## src/rtl/alu_wb_packer_pkg.sv

```systemverilog
// Shared types for the ALU write-back packer: FSM states, SEW encodings and
// the lane-placement helpers used to build register-file write entries.
package alu_wb_packer_pkg;

  typedef enum logic [1:0] {
    IDLE  = 2'd0,
    RUN   = 2'd1,
    DRAIN = 2'd2
  } state_t;

  localparam logic [2:0] SEW_8  = 3'b000;
  localparam logic [2:0] SEW_16 = 3'b001;

  localparam int VL_W   = 11;
  localparam int DATA_W = 32;
  localparam int BE_W   = 4;

  // Byte lanes touched by element idx within its destination word.
  function automatic logic [BE_W-1:0] lane_bwe(input logic [2:0] sew,
                                               input logic [1:0] idx_lo);
    if (sew == SEW_8)       return 4'b0001 << idx_lo;
    else if (sew == SEW_16) return 4'b0011 << {idx_lo[0], 1'b0};
    else                    return 4'b1111;
  endfunction

  function automatic logic [DATA_W-1:0] lane_data(input logic [2:0]        sew,
                                                  input logic [DATA_W-1:0] result);
    if (sew == SEW_8)       return {4{result[7:0]}};
    else if (sew == SEW_16) return {2{result[15:0]}};
    else                    return result;
  endfunction

endpackage

```

## src/rtl/alu_wb_packer_wb_fifo.sv

```systemverilog
// Write-back FIFO: power-of-two ring buffer with registered occupancy count.
// Head entry is presented combinationally; push on a full FIFO requires a pop.
module wb_fifo #(
  parameter int DEPTH = 4,
  parameter int WIDTH = 8
) (
  input  logic                       clk,
  input  logic                       rst,
  input  logic                       push,
  input  logic                       pop,
  input  logic [WIDTH-1:0]           wdata,
  output logic [WIDTH-1:0]           rdata,
  output logic                       full,
  output logic                       empty,
  output logic [$clog2(DEPTH):0]     count
);

  localparam int PTR_W = $clog2(DEPTH);
  localparam logic [PTR_W:0] FULL_CNT = (PTR_W+1)'(DEPTH);

  logic [WIDTH-1:0] mem [DEPTH];
  logic [PTR_W-1:0] wr_ptr, rd_ptr;
  logic [PTR_W:0]   count_q;
  logic             do_push, do_pop;

  assign do_pop  = pop & ~empty;
  assign do_push = push & (~full | do_pop);

  // NOTE: storage is deliberately not reset; only pointers/count are, and
  // consumers never look at the head while the FIFO is empty.
  always_ff @(posedge clk) begin
    if (do_push) mem[wr_ptr] <= wdata;
  end

  // NOTE: sequential state uses non-blocking assignments so every register
  // samples pre-edge values regardless of statement order.
  always_ff @(posedge clk or posedge rst) begin
    if (rst) begin
      wr_ptr  <= '0;
      rd_ptr  <= '0;
      count_q <= '0;
    end else begin
      if (do_push) wr_ptr <= wr_ptr + PTR_W'(1);
      if (do_pop)  rd_ptr <= rd_ptr + PTR_W'(1);
      if (do_push && !do_pop)      count_q <= count_q + (PTR_W+1)'(1);
      else if (do_pop && !do_push) count_q <= count_q - (PTR_W+1)'(1);
    end
  end

  assign rdata = mem[rd_ptr];
  assign count = count_q;
  assign full  = (count_q == FULL_CNT);
  assign empty = (count_q == '0);

endmodule

```

## src/rtl/alu_wb_packer.sv

```systemverilog
// Collects ALU element results of one vector instruction, packs them into
// register-file word writes by SEW, and queues them through wb_fifo.
module alu_wb_packer
  import alu_wb_packer_pkg::*;
#(
  parameter int DEPTH  = 4,
  parameter int ADDR_W = 9
) (
  input  logic              clk,
  input  logic              rst,
  input  logic              start_i,
  input  logic [VL_W-1:0]   vl_i,
  input  logic [2:0]        sew_i,
  input  logic [ADDR_W-1:0] base_addr_i,
  input  logic              alu_vld_i,
  input  logic [DATA_W-1:0] alu_result_i,
  input  logic              mask_i,
  output logic              alu_stall_o,
  output logic              vrf_wvld_o,
  output logic [ADDR_W-1:0] vrf_waddr_o,
  output logic [DATA_W-1:0] vrf_wdata_o,
  output logic [BE_W-1:0]   vrf_bwe_o,
  input  logic              vrf_wrdy_i,
  output logic              busy_o,
  output logic              done_o
);

  localparam int ENTRY_W = ADDR_W + DATA_W + BE_W;
  localparam int CNT_W   = $clog2(DEPTH) + 1;

  state_t              state, state_nxt;
  logic [VL_W-1:0]     idx, vl_q, elem_off;
  logic [2:0]          sew_q;
  logic [ADDR_W-1:0]   base_q, waddr, head_addr;
  logic [DATA_W-1:0]   head_data;
  logic [BE_W-1:0]     head_bwe;
  logic [ENTRY_W-1:0]  push_entry, head_entry;
  logic [CNT_W-1:0]    fifo_count;
  logic                fifo_full, fifo_empty;
  logic                accept, push, pop, last_elem, drained;

  assign pop       = ~fifo_empty & vrf_wrdy_i;
  assign alu_stall_o = fifo_full & ~pop;
  assign accept    = alu_vld_i & ~alu_stall_o & (state == RUN);
  assign push      = accept & mask_i;
  assign last_elem = (idx == vl_q - VL_W'(1));
  assign drained   = (fifo_count == '0);

  // Word offset of the current element within the destination group.
  always_comb begin
    if (sew_q == SEW_8)       elem_off = idx >> 2;
    else if (sew_q == SEW_16) elem_off = idx >> 1;
    else                      elem_off = idx;
    waddr = base_q + ADDR_W'(elem_off);
  end

  assign push_entry = {waddr, lane_data(sew_q, alu_result_i), lane_bwe(sew_q, idx[1:0])};

  wb_fifo #(
    .DEPTH (DEPTH),
    .WIDTH (ENTRY_W)
  ) u_fifo (
    .clk   (clk),
    .rst   (rst),
    .push  (push),
    .pop   (pop),
    .wdata (push_entry),
    .rdata (head_entry),
    .full  (fifo_full),
    .empty (fifo_empty),
    .count (fifo_count)
  );

  assign {head_addr, head_data, head_bwe} = head_entry;
  assign vrf_wvld_o  = ~fifo_empty;
  assign vrf_waddr_o = fifo_empty ? '0 : head_addr;
  assign vrf_wdata_o = fifo_empty ? '0 : head_data;
  assign vrf_bwe_o   = fifo_empty ? '0 : head_bwe;
  assign busy_o      = (state != IDLE);

  always_ff @(posedge clk or posedge rst) begin
    if (rst) state <= IDLE;
    else     state <= state_nxt;
  end

  // NOTE: state_nxt is defaulted first so no path through the case leaves it
  // unassigned, which would otherwise infer a latch.
  always_comb begin
    state_nxt = state;
    case (state)
      IDLE:    if (start_i && vl_i != '0) state_nxt = RUN;
      RUN:     if (accept && last_elem)   state_nxt = DRAIN;
      DRAIN:   if (drained)               state_nxt = IDLE;
      default:                            state_nxt = IDLE;
    endcase
  end

  always_ff @(posedge clk or posedge rst) begin
    if (rst) begin
      idx    <= '0;
      vl_q   <= '0;
      sew_q  <= '0;
      base_q <= '0;
      done_o <= 1'b0;
    end else begin
      done_o <= ((state == IDLE) && start_i && (vl_i == '0)) ||
                ((state == DRAIN) && drained);
      if (state == IDLE && start_i) begin
        vl_q   <= vl_i;
        sew_q  <= sew_i;
        base_q <= base_addr_i;
        idx    <= '0;
      end else if (accept) begin
        idx <= idx + VL_W'(1);
      end
    end
  end

endmodule
```

## config.mk

```make
export PLATFORM = sky130hd
export DESIGN_NAME = alu_wb_packer
export DESIGN_NICKNAME = d
export VERILOG_FILES = /design/src/rtl/alu_wb_packer_pkg.sv /design/src/rtl/alu_wb_packer_wb_fifo.sv /design/src/rtl/alu_wb_packer.sv
export SDC_FILE = /design/constraint.sdc
export NUM_CORES = 1
export LEC_CHECK = 0
export BUFFER_PORTS_ARGS = -buffer_cell sky130_fd_sc_hd__buf_2
export CAP_MARGIN = 5
export CORE_MARGIN = 5
export CORE_UTILIZATION = 40
export CTS_CLUSTER_DIAMETER = 120
export CTS_CLUSTER_SIZE = 10
export DETAILED_ROUTE_END_ITERATION = 10
export PLACE_DENSITY = 0.66
export SYNTH_ARGS = -nofsm -noshare
export SYNTH_HDL_FRONTEND = slang
export SYNTH_SLANG_ARGS = --single-unit
```

## constraint.sdc

```tcl
create_clock -name clk -period 2.9 [get_ports clk]
set_input_delay 0.58 -clock clk [delete_from_list [all_inputs] [get_ports clk]]
set_output_delay 0.58 -clock clk [all_outputs]
set_load 0.01 [all_outputs]
```

# After elaboration in Yosys (flattened, before gate mapping)
# Memory sizes are Yosys's and may differ from the RTL's.
# Cells that the tools add are included.
# totals
reg_bits,44
latch_bits,0
ram_bits,180
rom_bits,0
out_inout_bits,49
mem_count,1
# mem_list
name,words,width,rd,rd_ports_with_merged_regs,wr,line,rtl
u_fifo.mem,4,45,1,0,1,alu_wb_packer_wb_fifo.sv:21,logic [WIDTH-1:0] mem [DEPTH];
# op_classes
add_sub_neg,7
mul,0
div_mod_pow,0
order_cmp,0
n_eq_ne,8
n_shift,2
n_mux,19
bitwise_logic,12
reduce_logical,19
# ops
op,count
2-to-1 mux 32 bit,3
2-to-1 mux 9 bit,3
2-to-1 mux 11 bit,2
2-to-1 mux 4 bit,3
adder 11 x 1 -> 11 bit (second input constant),1
== test 11 bit,1
logical NOT 11 bit,1
nonzero test 11 bit,1
subtractor 11 x 1 -> 11 bit (second input constant),1
adder 9 bit,1
AND 1 bit,7
logical AND 1 bit,7
logical NOT 3 bit,2
2-to-1 mux 2 bit,3
2-to-1 mux 3 bit,2
one-hot mux 2 bit (3 select lines),1
nonzero test 2 bit,3
adder 2 x 1 -> 2 bit (second input constant),2
inequality test 2 bit (second input constant),2
inverter 1 bit,4
<< shifter 1 x 2 -> 4 bit (first input constant),1
<< shifter 2 x 2 -> 4 bit (first input constant),1
adder 3 x 1 -> 3 bit (second input constant),1
== test 3 x 1 -> 1 bit (second input constant),1
other kinds (11),13

# Logic depth before layout (Yosys ltp)
# Gate-level depths: netlist (run 1).
# depth
word_depth,14
ltp_mapped,13

# Hierarchy
# From an unflattened synthesis (run 1), not the netlist that was laid out.
# unflattened
cells_unflattened,653
hier_area_um2,10187.3
# modules_own_cells
module,instances,cells_per_inst,area_per_inst_um2,seq_area_each_um2
wb_fifo,1,271,6940.4,5580.4
alu_wb_packer,1,382,3246.9,925.9

# Least setup slack after synthesis (run 1)
# No wires, ideal clock.
# synth_path
path_kind,input -> register
from,input vrf_wrdy_i
to,memory u_fifo.mem[0][0] (netlist name) (enable)
setup_time_ns,0.407
arrival_ns,2.471
t_required_ns,2.493
setup_slack_ns,0.021
cell_stages,4
n_path_buf,1
cell_sequence,nor4b_1 nor3b_1 clkbuf_1 and3_1
# synth_between
elab_chain_cells,10
word_cells_on_any_way,12
# synth_rtl
item,line,rtl
"start, declared",alu_wb_packer.sv:23,"input logic vrf_wrdy_i,"
AND 1 bit *,alu_wb_packer.sv:42,assign pop = ~fifo_empty & vrf_wrdy_i;
inverter 1 bit,alu_wb_packer.sv:43,assign alu_stall_o = fifo_full & ~pop;
AND 1 bit,alu_wb_packer.sv:43,
inverter 1 bit,alu_wb_packer.sv:44,assign accept = alu_vld_i & ~alu_stall_o & (state == RUN);
AND 1 bit (2 in a row),alu_wb_packer.sv:44,
AND 1 bit,alu_wb_packer.sv:45,assign push = accept & mask_i;
AND 1 bit *,alu_wb_packer_wb_fifo.sv:27,assign do_push = push & (~full | do_pop);
2-to-1 mux 1 bit *,alu_wb_packer_wb_fifo.sv:32,if (do_push) mem[wr_ptr] <= wdata;
2-to-1 mux 1 bit (implied by the code) *,alu_wb_packer_wb_fifo.sv:32,
"end, declared",alu_wb_packer_wb_fifo.sv:21,
# Every way passes the cells marked *; elsewhere a longest branch is shown, timed or not.

# Worst setup path in the final report (run 1)
# layout_path
from,register u_fifo.rd_ptr[0]
to,output vrf_wdata_o[8]
# layout_between
elab_chain_cells,2
# layout_rtl
item,line,rtl
"start, declared",alu_wb_packer_wb_fifo.sv:22,"logic [PTR_W-1:0] wr_ptr, rd_ptr;"
"start signal, assigned",alu_wb_packer_wb_fifo.sv:44,if (do_pop) rd_ptr <= rd_ptr + PTR_W'(1);
memory read (4 x 45 bit),-,
2-to-1 mux 32 bit,alu_wb_packer.sv:77,assign vrf_wdata_o = fifo_empty ? '0 : head_data;
"end, declared",alu_wb_packer.sv:21,"output logic [DATA_W-1:0] vrf_wdata_o,"
# No other way between the ends.

==> results.sh, run 1 <==
export IMPL_outcome="complete, no violations"
export IMPL_cts_hold_buf=0
export IMPL_die_w_um=169
export IMPL_gp_congestion=0.750
export IMPL_cts_tree="built"
export IMPL_period_minus_slack_ps=2660
export IMPL_grt_max_degree=48
export IMPL_postSynthCellCount=640
export IMPL_synth_avg_cell_area_um2=15.7
export IMPL_drt_wirelength_per_cell_um=18.9
export IMPL_drive_above_1_share_pct=34.0
export IMPL_finalWirelength_um=20900
export IMPL_initial_utilization_pct=40.3
export IMPL_layout_common_cells="edfxtp_1 (180), buf_2 (109), and2_1 (46), mux4_2 (45), dfrtp_1 (42)"
export IMPL_tightest_slew_ps=654
export IMPL_worst_setup_path_start_kind="flop"
export IMPL_numCtsBuffers=26
export IMPL_fmax_mhz=376
export IMPL_ff2ff_setup_slack_ps=300
export IMPL_cts_buffer_depth=3
export IMPL_gr_total_overflow=0
export IMPL_ys_flop_type="edfxtp_1"
export IMPL_io_pins=110
export IMPL_cp_data_arrival_time_ps=2080
export IMPL_critical_path_class="flop to output pin"
export IMPL_final_antenna_net_count=0
export IMPL_r2r_start="sew_q[1]"
export IMPL_instances_no_fill=1103
export IMPL_hold_violations=0
export IMPL_final_net_count=847
export IMPL_drt_pass1_iter_count=5
export IMPL_die_h_um=169
export IMPL_slowest_stage="mux4_2"
export IMPL_synth_distinct_cells=56
export IMPL_final_common_cell="edfxtp_1"
export IMPL_finalPower_uw=13200
export IMPL_synth_async_reset_ratio_pct=19.6
export IMPL_tns_ps=0
export IMPL_via_per_inst=5.18
export IMPL_drt_iter0_drc=377
export IMPL_fp_row_count=58
export IMPL_leakage_uw=0.00436
export IMPL_fin_skew_ps=13.9
export IMPL_worstSkewPairLatency_ps=520
export IMPL_cp_end_kind="output pin"
export IMPL_core_area_um2=25000
export IMPL_ys_seq_area_share_pct=64.6
export IMPL_grt_pass1_vias=5960
export IMPL_cap_viol_max_count=0
export IMPL_drc_errors=0
export IMPL_cts_sinks=224
export IMPL_drv_slew=0
export IMPL_r2r_worst_path_cells=12
export IMPL_crit_chain="buf_16 -> mux4_2 -> and2_1 -> buf_2"
export IMPL_finalCritPeriodShare_pct=91.6
export IMPL_antenna_found_initial=0
export IMPL_diodes=0
export IMPL_dp_hpwl_um=13600
export IMPL_worstReg2RegEnd="u_fifo.mem[2][42]"
export IMPL_peakVddDrop_mv=0.564
export IMPL_critPathMaxStageDelay_ps=520
export IMPL_synthesis_nets=721
export IMPL_finalSetupViolCount=0
export IMPL_min_path_type="input pin to asynchronous set/reset pin"
export IMPL_power_density_nw_per_um2=1110
export IMPL_portBuffers=109
export IMPL_area_growth_pct=18.0
export IMPL_clkTransAtPathRegs_ps=60
export IMPL_synth_edf_count=180
export IMPL_dpl_cell_count=1067
export IMPL_route_vias_total=5710
export IMPL_grt_pass1_wl_um=33100
export IMPL_cp_data_required_time_ps=2320
export IMPL_dieArea_um2=28500
export IMPL_syn_area_um2=10100
export IMPL_synth_warnings=0
export IMPL_grt_util_all_layers_pct=14.6
export IMPL_ys_seq_elements=224
export IMPL_cts_root_buf="clkbuf_16"
export IMPL_grt_setup_unrepaired="false"
export IMPL_cp_max_fo=24
export IMPL_htree_num_levels=1
export IMPL_slew_headroom_pct=56.4
==> area by class of cell <==
type	instances	area [um^2]
fill	2200	13100
sequential	224	6510
multi-input combinational	360	3360
timing repair buffer	131	806
clock buffer	33	677
tap	330	413
inverter	23	86.3
clock inverter	2	25.0
==> where the power goes <==
part           switching (uW)  leakage, uW  internal, uW
clock network            1180     0.000340          1620
registers                 422      0.00217          4660
logic                    2830      0.00186          2490
total                    4430      0.00436          8760
==> timing repair <==
item                       in CTS  in global routing
pin swaps                       0                  0
buffers inserted                0                  1
resized for setup               1                  3
setup endpoints to repair       1                 10
==> logic make-up after synthesis <==
| group | Yosys count | share of synthesized area [%] |
|---|---|---|
| adder cells (fa/ha/maj) | 20 | 2.63 |
| AND/OR/NAND/NOR | 148 | 8.04 |
| multiplexers | 100 | 16.0 |
| AO/OA/AOI/OAI | 61 | 3.78 |
| XOR/XNOR | 31 | 2.77 |
| buffers and inverters | 56 | 2.19 |
| flip-flops | 224 | 64.6 |
==> metal layers <==
layer  share of wire [%]  global-route usage, %  vias up
met4                 1.6                   3.14        0
met1                  45                   20.5     2862
met2                  48                   24.3      153
met5                   0                      0        -
met3                 5.5                   2.50       29
li1                    -                      -     2666
==> Yosys cell counts, types with 16 or more instances <==
library cell,n,share of area [%]
a21oi_1,25,1.2
and2_1,46,2.9
clkbuf_1,23,0.86
dfrtp_1,44,11
edfxtp_1,180,54
ha_1,18,2.2
inv_1,23,0.86
mux2_2,37,4.1
mux2i_1,18,1.8
mux4_2,45,10
nor2_1,40,1.5
xnor2_1,16,1.4
==> worst max-delay path: cells and delay by family (launching register included) <==
family        cells  cell delay, ps
buf+inv           2             370
mux               1             520
flops             1             460
simple gates      1             190
==> flip-flops by register name, summed over array words and instances, names as in the netlist, 2 cells and up <==
signal	flops
base_q	9
idx	11
sew_q	3
state	2
u_fifo.count	3
u_fifo.mem	180
u_fifo.rd_ptr	2
u_fifo.wr_ptr	2
vl_q	11
==> through the flow <==
stage                     worst slack (ps)  cell area (um^2)  utilization (%)  hold WS [ps]
after floorplan                       21.4             10100                -           436
after CTS                             51.8             11900             47.5           166
after detailed placement               255             11200             44.7           465
final                                  243             11900             47.6           157
after global placement                 352             11200             44.7           465
after global routing                  4.68             11900             47.6           204
==> worst max path at each step <==
stage	startpoint	endpoint	slack (ps)	cells after the start
detailed placement	sew_q[1]	u_fifo.mem[3][42]	250	12
global route	sew_q[1]	u_fifo.mem[3][44]	5	11
CTS	u_fifo.rd_ptr[0]	vrf_wdata_o[8]	50	4
finish	u_fifo.rd_ptr[0]	vrf_wdata_o[8]	240	4
global placement	sew_q[1]	u_fifo.mem[2][43]	350	10
floorplan	vrf_wrdy_i	u_fifo.mem[0][0]	20	4
No activity file was read; power rests on OpenSTA's default activity.
==> inputs of run 2 (changes only) <==
--- a/config.mk
+++ b/config.mk
@@ -7,12 +7,11 @@
 export LEC_CHECK = 0
 export BUFFER_PORTS_ARGS = -buffer_cell sky130_fd_sc_hd__buf_2
 export CAP_MARGIN = 5
-export CORE_MARGIN = 5
 export CORE_UTILIZATION = 40
 export CTS_CLUSTER_DIAMETER = 120
 export CTS_CLUSTER_SIZE = 10
 export DETAILED_ROUTE_END_ITERATION = 10
-export PLACE_DENSITY = 0.66
+export PLACE_DENSITY = 0.64
 export SYNTH_ARGS = -nofsm -noshare
 export SYNTH_HDL_FRONTEND = slang
 export SYNTH_SLANG_ARGS = --single-unit
==> constraint.sdc (replaced) <==
create_clock -name clk -period 3.25 [get_ports clk]
set_input_delay 0.65 -clock clk [delete_from_list [all_inputs] [get_ports clk]]
set_output_delay 0.65 -clock clk [all_outputs]
set_load 0.01 [all_outputs]
==> results.sh, run 2 (same netlist as run 1, synthesis figures left out) <==
export IMPL_critPathBufInv=2
export IMPL_largest_reg_flops=180
export IMPL_cp_top_family="flip-flops"
export IMPL_fin_util_pct=48.1
export IMPL_peakVddDrop_mv=0.514
export IMPL_grt_max_degree=48
export IMPL_top_regs="u_fifo.mem: 180 flops, idx: 11 flops, vl_q: 11 flops"
export IMPL_cp_data_required_time_ps=2600
export IMPL_die_w_um=161
export IMPL_r2r_worst_path_cells=11
export IMPL_finalCritPeriodShare_pct=89.9
export IMPL_finalWirelength_um=20900
export IMPL_gr_total_overflow=0
export IMPL_cp_end_kind="output pin"
export IMPL_hold_violations=0
export IMPL_slowest_stage="dfrtp_4"
export IMPL_fp_row_count=57
export IMPL_top_register="u_fifo.mem"
export IMPL_core_area_um2=24500
export IMPL_fmax_mhz=342
export IMPL_gp_congestion=0.792
export IMPL_leakage_uw=0.00432
export IMPL_min_path_type="input pin to asynchronous set/reset pin"
export IMPL_grt_util_all_layers_pct=16.6
export IMPL_drt_pass1_iter_count=4
export IMPL_cts_root_buf="clkbuf_16"
export IMPL_critical_path_class="flop to output pin"
export IMPL_worstSetupStartpoint="u_fifo.rd_ptr[0]"
export IMPL_worst_hold_slack_ps=277
export IMPL_final_net_count=840
export IMPL_area_growth_pct=17.1
export IMPL_drive_above_1_share_pct=33.2
export IMPL_drt_iter0_drc=347
export IMPL_fillers=2127
export IMPL_route_vias_total=5744
export IMPL_final_antenna_net_count=0
export IMPL_drc_errors=0
export IMPL_cts_hold_buf=0
export IMPL_grt_pass1_vias=6206
export IMPL_worst_setup_path_start_kind="flop"
export IMPL_multi_input_area_um2=3350
export IMPL_crit_chain="buf_4 -> mux4_2 -> and2_1 -> buf_2"
export IMPL_die_h_um=161
export IMPL_initial_utilization_pct=41.0
export IMPL_drt_wirelength_per_cell_um=19.1
export IMPL_critPathMaxStageDelay_ps=570
export IMPL_final_common_cell="edfxtp_1"
export IMPL_power_density_nw_per_um2=988
export IMPL_clkTransAtPathRegs_ps=60
export IMPL_numCtsBuffers=26
export IMPL_tns_ps=0
export IMPL_tightest_slew_ps=810
export IMPL_cts_setup_buffers=0
export IMPL_grt_pass1_wl_um=33500
export IMPL_io_pins=110
export IMPL_regArea_um2=6510
export IMPL_fin_skew_ps=11.3
export IMPL_dieArea_um2=25800
export IMPL_cp_data_arrival_time_ps=2270
export IMPL_cts_sinks=224
export IMPL_cts_buffer_depth=3
export IMPL_cap_viol_max_count=0
export IMPL_portBuffers=109
export IMPL_cp_max_fo=12
export IMPL_outcome="complete, no violations"
export IMPL_antenna_found_initial=0
export IMPL_period_minus_slack_ps=2920
export IMPL_dp_hpwl_um=13400
export IMPL_finalSetupViolCount=0
export IMPL_cp_depth=4
export IMPL_diodes=0
export IMPL_via_per_inst=5.27
export IMPL_r2r_start="sew_q[0]"
export IMPL_worstSkewPairLatency_ps=520
export IMPL_cts_tree="built"
export IMPL_grt_setup_unrepaired="false"
export IMPL_layout_common_cells="edfxtp_1 (180), buf_2 (109), and2_1 (46), mux4_2 (45), dfrtp_1 (42)"
export IMPL_htree_num_levels=1
export IMPL_drv_slew=0
export IMPL_ctsResizeCount=0
export IMPL_slew_headroom_pct=45.8
-- run 2: final cells by class --
| class | instances | area share (%) |
|---|---|---|
| clock inverter | 2 | 0.212 |
| sequential | 224 | 55.2 |
| clock buffer | 33 | 5.74 |
| tap | 324 | 3.44 |
| multi-input combinational | 360 | 28.4 |
| timing repair buffer | 124 | 6.22 |
| inverter | 23 | 0.732 |
-- run 2: report_power, final --
part	internal, uW	switching (uW)
combinational	2130	2430
sequential	4150	447
clock	1440	1040
total	7730	3920
-- run 2: stage by stage --
stage / instances / area, um^2 / total power [uW] / setup WS (ps)
detailed placement: 1055 / 11100 / 9280 / 486
floorplan: 640 / 10100 / 7790 / 301
finish: 1090 / 11800 / 11600 / 329
global route: 1090 / 11800 / 12400 / 106
global placement: 1055 / 11100 / 9090 / 586
CTS: 1090 / 11800 / 11800 / 247
-- run 2: metal layers --
| layer | vias to the layer above | share of wire [%] | track usage (%) |
|---|---|---|---|
| met1 | 2911 | 44 | 22.2 |
| met2 | 157 | 49 | 28.6 |
| met3 | 21 | 5.2 | 2.79 |
| met4 | 0 | 1.4 | 2.94 |
| met5 | - | 0 | 0 |
| li1 | 2655 | - | - |
-- run 2: worst min-delay path: stages --
cell and delay (ps):
buf_2 90, inv_1 40, buf_4 460
-- run 2: worst paths after layout --
path | endpoint | slack (ps)
min reg2reg | done_o | 470
max in group asynchronous | u_fifo.rd_ptr[0] | 2550
min | sew_q[2] | 280
max | vrf_wdata_o[3] | 330
max reg2reg | u_fifo.mem[3][42] | 390
min in group clk | vl_q[1] | 370
